`config.mk`:
```
export PLATFORM = sky130hd
export DESIGN_NAME = cmp_rr_arbiter
export DESIGN_NICKNAME = d
export VERILOG_FILES = /design/src/rtl/cmp_arb_pkg.sv /design/src/rtl/cmp_rr_arbiter_cmp_unit.sv /design/src/rtl/cmp_rr_arbiter.sv
export SDC_FILE = /design/constraint.sdc
export NUM_CORES = 1
export LEC_CHECK = 0
export BUFFER_PORTS_ARGS = -buffer_cell sky130_fd_sc_hd__buf_2
export CAP_MARGIN = 5
export CELL_PAD_IN_SITES_DETAIL_PLACEMENT = 1
export CELL_PAD_IN_SITES_GLOBAL_PLACEMENT = 2
export CORE_ASPECT_RATIO = 1.1
export CORE_MARGIN = 4
export CORE_UTILIZATION = 24
export DETAILED_ROUTE_END_ITERATION = 12
export GPL_TIMING_DRIVEN = 0
export PLACE_DENSITY = 0.78
export REMOVE_ABC_BUFFERS = 1
export SLEW_MARGIN = 20
export SYNTH_ARGS = -nofsm -noshare
export SYNTH_HDL_FRONTEND = slang
export SYNTH_SLANG_ARGS = --single-unit
```
`constraint.sdc`:
```
create_clock -name clk -period 1.8 [get_ports clk]
set_input_delay 0.36 -clock clk [delete_from_list [all_inputs] [get_ports clk]]
set_output_delay 0.36 -clock clk [all_outputs]
set_load 0.005 [all_outputs]
```
`src/rtl/cmp_arb_pkg.sv`:
```
// cmp_arb_pkg: shared types, default sizes and round-robin pick for the comparator arbiter
package cmp_arb_pkg;
  localparam int N_REQ_DEF = 4;
  localparam int WIDTH_DEF = 3;
  typedef enum logic [1:0] {IDLE, CMP, RESP} state_t;
  typedef struct packed {
    logic gt;
    logic eq;
    logic lt;
  } cmp_res_t;
  function automatic logic [2:0] rr_pick(input logic [7:0] req, input logic [2:0] ptr, input int n);
    logic [2:0] w;
    logic found;
    int idx;
    w = ptr;
    found = 1'b0;
    for (int i = 0; i < 8; i++) begin
      idx = (int'(ptr) + i) % n;
      if (!found && i < n && req[idx]) begin
        w = 3'(idx);
        found = 1'b1;
      end
    end
    return w;
  endfunction
endpackage

```
`src/rtl/cmp_rr_arbiter_cmp_unit.sv`:
```
// cmp_unit: registered unsigned magnitude comparator, loads res when en is high
module cmp_unit
  import cmp_arb_pkg::*;
#(
  parameter int WIDTH = WIDTH_DEF
) (
  input  logic             clk,
  input  logic             rst,
  input  logic             en,
  input  logic [WIDTH-1:0] a,
  input  logic [WIDTH-1:0] b,
  output cmp_res_t         res
);
  always_ff @(posedge clk) begin
    if (rst) res <= '0;
    else if (en) res <= {a > b, a == b, a < b};
  end
endmodule

```
`src/rtl/cmp_rr_arbiter.sv`:
```
// cmp_rr_arbiter: round-robin sharing of one registered comparator among N_REQ req/ack requesters
module cmp_rr_arbiter
  import cmp_arb_pkg::*;
#(
  parameter int N_REQ = N_REQ_DEF,
  parameter int WIDTH = WIDTH_DEF,
  parameter int ID_W  = $clog2(N_REQ)
) (
  input  logic                   clk,
  input  logic                   rst,
  input  logic [N_REQ-1:0]       req,
  input  logic [N_REQ*WIDTH-1:0] a_in,
  input  logic [N_REQ*WIDTH-1:0] b_in,
  output logic [N_REQ-1:0]       ack,
  output logic                   rsp_valid,
  output logic [ID_W-1:0]        rsp_id,
  output logic                   rsp_gt,
  output logic                   rsp_eq,
  output logic                   rsp_lt,
  output logic                   busy
);
  state_t state;
  logic [ID_W-1:0] rr_ptr, cap_id, win;
  logic [WIDTH-1:0] cap_a, cap_b;
  cmp_res_t res;
  assign win = ID_W'(rr_pick(8'(req), 3'(rr_ptr), N_REQ));
  always_ff @(posedge clk) begin
    if (rst) begin
      state     <= IDLE;
      rr_ptr    <= '0;
      ack       <= '0;
      rsp_valid <= 1'b0;
      rsp_id    <= '0;
      cap_id    <= '0;
      cap_a     <= '0;
      cap_b     <= '0;
    end else if (state == CMP) begin
      state     <= RESP;
      ack       <= '0;
      rsp_valid <= 1'b1;
      rsp_id    <= cap_id;
    end else begin
      rsp_valid <= 1'b0;
      ack       <= '0;
      state     <= IDLE;
      if (|req) begin
        state  <= CMP;
        ack    <= N_REQ'(1) << win;
        rr_ptr <= (win == ID_W'(N_REQ - 1)) ? '0 : win + ID_W'(1);
        cap_id <= win;
        cap_a  <= a_in[win*WIDTH +: WIDTH];
        cap_b  <= b_in[win*WIDTH +: WIDTH];
      end
    end
  end
  cmp_unit #(.WIDTH(WIDTH)) u_cmp (
    .clk(clk),
    .rst(rst),
    .en (state == CMP),
    .a  (cap_a),
    .b  (cap_b),
    .res(res)
  );
  assign rsp_gt = res.gt;
  assign rsp_eq = res.eq;
  assign rsp_lt = res.lt;
  assign busy   = state != IDLE;
  a_ack_onehot: assert property (@(posedge clk) disable iff (rst) $onehot0(ack));
  a_rsp_onehot: assert property (@(posedge clk) disable iff (rst) rsp_valid |-> $onehot({rsp_gt, rsp_eq, rsp_lt}));
  a_ack_gap:    assert property (@(posedge clk) disable iff (rst) |ack |=> ack == '0);
endmodule

```
==> impl_metrics.csv, run 1 <==
group,metric,value,unit
place,postPlaceCellArea,0.00130,mm2
worst_setup_path,cpMaxStageDelayCell,"dfxtp_4",
place,gp_congestion,0.721,
final_layout,fin_area,0.00150,mm2
die,dieArea,0.00553,mm2
global_routing,groute.layer.met2.usage,21.2,%
sta,slew_violations,0,
detailed_routing,drtAntennaViolNets,0,
sta,fin_crit,1.78,ns
synthesis,synth_compound_area_share,19.1,%
final_layout,fin_cells,217,
sta,rsz0062_at_grt,"true",
sta,fmax,562,MHz
worst_setup_path,path_cells,"buf_4, a31oi_4, a21oi_4, buf_12, mux2_2, a221o_1",
clocking,cts_tree,"done",
synthesis,ys_warn_count,0,
global_routing,grt_max_degree,20,
worst_setup_path,rrSetupSlack,0.02,ns
clocking,cts_root_buffer,"clkbuf_8",
pwr,ir_worst_vdd,275,uV
clocking,cts_buffer_depth,2,
clocking,cts_sinks,21,
clocking,clk_pin_slew,0.07,ns
detailed_routing,post_drt_wl_per_cell,14.5,um
global_routing,antenna_found_initial,0,
synthesis,synth.most_common_cell,"dfxtp_1",
sta,skew,0.00371,ns
worst_setup_path,crit_family,"compound AO/OA/AOI/OAI gates",
synthesis,synth_area_leader_cell,"dfxtp_1",
die,io_pins,41,
place,dp_slack,-0.599,ns
synthesis,synthCells,116,
synthesis,synth_edf_count,0,
worst_hold_path,min-delay-start,"b_in[6]",
detailed_routing,vias,1051,
global_routing,grt_busiest_layer,"met2",
pwr,p_leak,0.663,nW
final_layout,area_growth,42.2,%
global_routing,globalRoute.totalOverflow,0,
worst_hold_path,worstHoldPathType,"in2reg",
global_routing,grt_pass1_wl,4.87,mm
pwr,p_total,1.40,mW
flow_run,maxCapViolations,0,
final_layout,fin_nets,197,
run_status,outcome,"complete, no violations",
die,start_util,24.6,%
synthesis,synth_area,0.00106,mm2
global_routing,use_met1,10.9,%
worst_setup_path,cp_data_required_time,1.95,ns
worst_setup_path,arrival,1.93,ns
sta,post-route-period-util,98.9,%
detailed_routing,wl,3.15,mm
sta,timing.final.ws_setup,0.0204,ns
global_routing,first_global_vias,1116,
clocking,cts_max_level,1,
clocking,numCtsBuffers,3,
synthesis,async_flop_share,0,%
synthesis,yosys.area_share.adder,3.55,%
worst_setup_path,r2r-start,"rr_ptr[1]",
worst_setup_path,path_buf_inv,2,
worst_setup_path,crit_fanout,7,
synthesis,synth_top_family_by_area,"compound AO/OA/AOI/OAI gates",
place,dp.cells,204,
sta,hold_viol_final,0,
place,io_buffers,40,
global_routing,track_usage,11.0,%
sta,whs,0.444,ns
clocking,insertion_delay,0.26,ns
place,dp_hpwl,2.28,mm
final_layout,final_util,35.0,%
detailed_routing,viasPerCell,4.84,
worst_setup_path,crit_start,"rr_ptr[1]",
synthesis,ys_ff_latch,21,
global_routing,use_met3,2.59,%
detailed_routing,firstDrtPassIters,4,
die,die-height,77.6,um
pwr,powerDensity,931,mW/mm2
synthesis,synthMuxAreaShare,12.8,%
worst_setup_path,start_kind,"flop",
synthesis,yosysTopAreaCellShare,39.8,%
die,die_w,71.2,um
die,placementRows,25,
synthesis,synth-seq-area-share,39.8,%
sta,slew_headroom,64.2,%
sta,setup_violations,0,
worst_setup_path,critPathKind,"reg2reg",
synthesis,ys.flop_type,"dfxtp_1",
synthesis,avgSynthCellArea,9.10,um2
worst_setup_path,end_kind,"flop",
synthesis,netlist_top_cells_area,"dfxtp_1 (40%), mux2_2 (13%), a221o_1 (5.7%), ha_1 (3.6%), a21oi_1 (3.3%)",
final_layout,drive_gt1_share,46.0,%
synthesis,yosys.area_share.simple,18.7,%
synthesis,ys_top_cells_by_count,"dfxtp_1 (21), mux2_2 (12), inv_1 (8), nand2_1 (8), nor2_1 (8)",
worst_setup_path,slowest_delay,0.39,ns
detailed_routing,drt_iter0_drc,23,
sta,fin_tns_setup,0,ns
detailed_routing,remaining_drc_errors,0,
synthesis,synth_cell_types,34,
die,core_area,0.00429,mm2
final_layout,diodes,0,
sta,tightest_slew,0.536,ns
synthesis,synth_xor_xnor_area_share,0.829,%
-- kinds of logic (layout without fill, tap and decap cells) --
group                    after synthesis  count (layout)
AND/OR/NAND/NOR                       38              38
AO/OA/AOI/OAI                         27              27
flip-flops                            21              21
buffers and inverters                 14              61
multiplexers                          12              12
adder cells (fa/ha/maj)                3               3
XOR/XNOR                               1               1
-- layout make-up --
type                    count  area [um2]
fillers                   516        2780
repair buffers             49         298
inverters                   8        30.0
well taps                  54        67.6
flip-flops and latches     21         425
clock buffers               4        45.0
multi-input cells          81         636
-- power by group --
part           total (mW)  switching [mW]  internal (mW)
clock               0.305           0.147          0.158
combinational       0.524           0.242          0.282
sequential          0.570          0.0370          0.532
-- path summary, 6_finish.rpt --
path	endpoint	cells past startpoint
worst max register to register	cap_a[0]	6
worst min register to register	rsp_id[1]	2
worst max-delay path	cap_a[0]	6
worst min-delay path	cap_b[0]	3
-- tightest hold or removal path, stage by stage --
cell	delay [ns]
buf_2	0.07
mux2_2	0.13
a221o_1	0.11
-- placed cells by master, fill, tap and decap left out, types with 4 or more instances in the layout --
master	n
a221o_1	6
nor3_1	4
mux2_2	11
dfxtp_1	19
inv_1	8
nor2_1	8
nand2_1	8
buf_4	7
a21oi_1	7
nor2b_1	4
buf_2	40
-- per-layer routing --
layer	vias to the layer above	share of wire, %
li1	511	-
met1	499	36
met2	32	56
met3	9	5.7
met4	0	2.7
met5	-	0
-- sequential cells by signal, summed over array words and instances, names as in the netlist --
signal,flops
cap_b,3
state,1
rsp_id,2
rsp_valid,1
cap_a,3
ack,4
cap_id,2
rr_ptr,2
u_cmp.res,3
-- what timing repair did --
item                       CTS  global route
gates resized for setup      3            10
setup endpoints to repair    9             9
pin swaps                    2             2
hold buffers                 0             0
setup buffers                6             2
cloned                       0             1
No activity file was read; power rests on OpenSTA's default activity.
==> run 2, diff against run 1 <==
MAX_ROUTING_LAYER = met4   (was default)
==> run 2 against run 1 <==
  * Clock skew hardly changed
  * Global-route usage is 0.24 points higher
  * Sequential power hardly changed
  * Critical path type unchanged
  * Final area stayed put
  * Count of clock-buffer cells in the layout stayed put
  * Critical path depth stayed put
==> impl_metrics.csv, run 2 (synthesis gave the netlist of run 1 again) <==
group,metric,value,unit
global_routing,globalRoute.totalOverflow,0,
final_layout,largest_register,"ack",
sta,tightest_slew,0.541,ns
sta,slew_headroom,63.8,%
die,placementRows,25,
clocking,cts_root_buffer,"clkbuf_8",
final_layout,final_util,35.0,%
detailed_routing,drt_iter0_drc,26,
die,start_util,24.6,%
die,io_pins,41,
sta,skew,0.00378,ns
die,die_w,71.2,um
final_layout,final_common_cell,"buf_2",
run_status,outcome,"complete, no violations",
sta,fin_crit,1.77,ns
worst_setup_path,cp_data_required_time,1.95,ns
worst_setup_path,crit_fanout,7,
worst_setup_path,crit_start,"rr_ptr[1]",
detailed_routing,drtAntennaViolNets,0,
global_routing,grt_pass1_wl,4.86,mm
place,dp_hpwl,2.28,mm
final_layout,fin_nets,197,
worst_setup_path,r2r-start,"rr_ptr[1]",
global_routing,first_global_vias,1116,
final_layout,fillers,516,
worst_setup_path,end_kind,"flop",
sta,hold_viol_final,0,
worst_setup_path,arrival,1.92,ns
worst_hold_path,worstHoldPathType,"in2reg",
final_layout,fin_cells,217,
detailed_routing,viasPerCell,4.85,
place,gp_congestion,0.729,
detailed_routing,wl,3.14,mm
worst_setup_path,rr_worst_depth,6,
die,die-height,77.6,um
flow_run,maxCapViolations,0,
sta,setup_violations,0,
global_routing,track_usage,11.2,%
worst_hold_path,hold_depth,3,
clocking,cts_buffer_depth,2,
sta,fmax,564,MHz
sta,slew_violations,0,
place,dp.cells,204,
clocking,hold_buffers,0,
clocking,insertion_delay,0.26,ns
clocking,cts_max_level,1,
pwr,powerDensity,930,mW/mm2
sta,post-route-period-util,98.4,%
pwr,p_leak,0.663,nW
clocking,numCtsBuffers,3,
final_layout,drive_gt1_share,46.0,%
worst_setup_path,r2r_end,"cap_a[0]",
final_layout,largest_register_ffs,4,
clocking,cts_tree,"done",
final_layout,most-common-layout-cells,"buf_2 (40), dfxtp_1 (19), mux2_2 (11)",
global_routing,grt_max_degree,20,
final_layout,area_growth,42.2,%
worst_setup_path,start_kind,"flop",
worst_setup_path,crit_path_end,"cap_a[0]",
die,dieArea,0.00553,mm2
worst_setup_path,critPathKind,"reg2reg",
clocking,clk_pin_slew,0.08,ns
detailed_routing,post_drt_wl_per_cell,14.5,um
die,core_area,0.00429,mm2
clocking,cts_sinks,21,
detailed_routing,firstDrtPassIters,4,
place,io_buffers,40,
worst_setup_path,rrSetupSlack,0.03,ns
pwr,ir_worst_vdd,274,uV
final_layout,diodes,0,
detailed_routing,remaining_drc_errors,0,
sta,rsz0062_at_grt,"true",
global_routing,antenna_found_initial,0,
detailed_routing,vias,1052,
sta,fin_tns_setup,0,ns
run 2: cell counts in the layout (fill, tap and decap cells not counted):
Identical to the previous run, type by type.
run 2: how the worst min path moves through the flow:
stage / endpoint / slack (ns) / from
floorplan: rsp_id[0] / 0.43 / cap_id[0]
global placement: u_cmp.res[2] / 0.44 / u_cmp.res[2]
detailed placement: rsp_id[1] / 0.45 / rsp_id[1]
CTS: cap_b[0] / 0.44 / b_in[6]
global route: cap_a[2] / 0.46 / a_in[11]
finish: cap_b[0] / 0.44 / b_in[6]
run 2: final cells by class:
type                    count  area, um2  share of cell area (%)
inverters                   8       30.0                    2.00
flip-flops and latches     21        425                    28.3
clock buffers               4       45.0                    3.00
well taps                  54       67.6                    4.50
repair buffers             49        298                    19.8
multi-input cells          81        636                    42.3
run 2: what timing repair did:
action / in CTS / in global routing
buffers inserted: 6 / 2
gates cloned: 0 / 1
endpoints found under the hold margin: 0 / 0
resized for setup: 3 / 10
pin swaps: 2 / 2
endpoints found under the setup margin: 9 / 9
run 2: per-layer routing:
layer / global-route usage [%] / routed length (um) / up-vias
met4: 4.14 / 91 / 0
met5: - / 0 / -
met2: 21.4 / 1760 / 32
met1: 10.9 / 1140 / 498
li1: - / - / 511
met3: 2.20 / 156 / 11
run 2: where the power goes:
part / switching, mW / internal, mW / total (mW)
sequential: 0.0367 / 0.532 / 0.569
clock: 0.147 / 0.157 / 0.305
combinational: 0.241 / 0.282 / 0.523
total: 0.425 / 0.971 / 1.40
run 2: stage by stage:
| stage | hold slack, ns | total power [mW] | area [um2] | worst slack [ns] |
|---|---|---|---|---|
| after detailed placement | 0.454 | 0.980 | 1300 | -0.599 |
| after floorplan | 0.426 | 0.840 | 1030 | -0.177 |
| final | 0.444 | 1.40 | 1500 | 0.0280 |
| after global routing | 0.456 | 1.49 | 1500 | -0.0350 |
| after CTS | 0.445 | 1.35 | 1420 | 0.0161 |
| after global placement | 0.442 | 0.960 | 1300 | -0.519 |
run 2: critical path, stage by stage, from the launching register on:
cell,delay (ns)
dfxtp_4,0.39
buf_4,0.14
a31oi_4,0.09
a21oi_4,0.23
buf_12,0.16
mux2_2,0.33
a221o_1,0.34
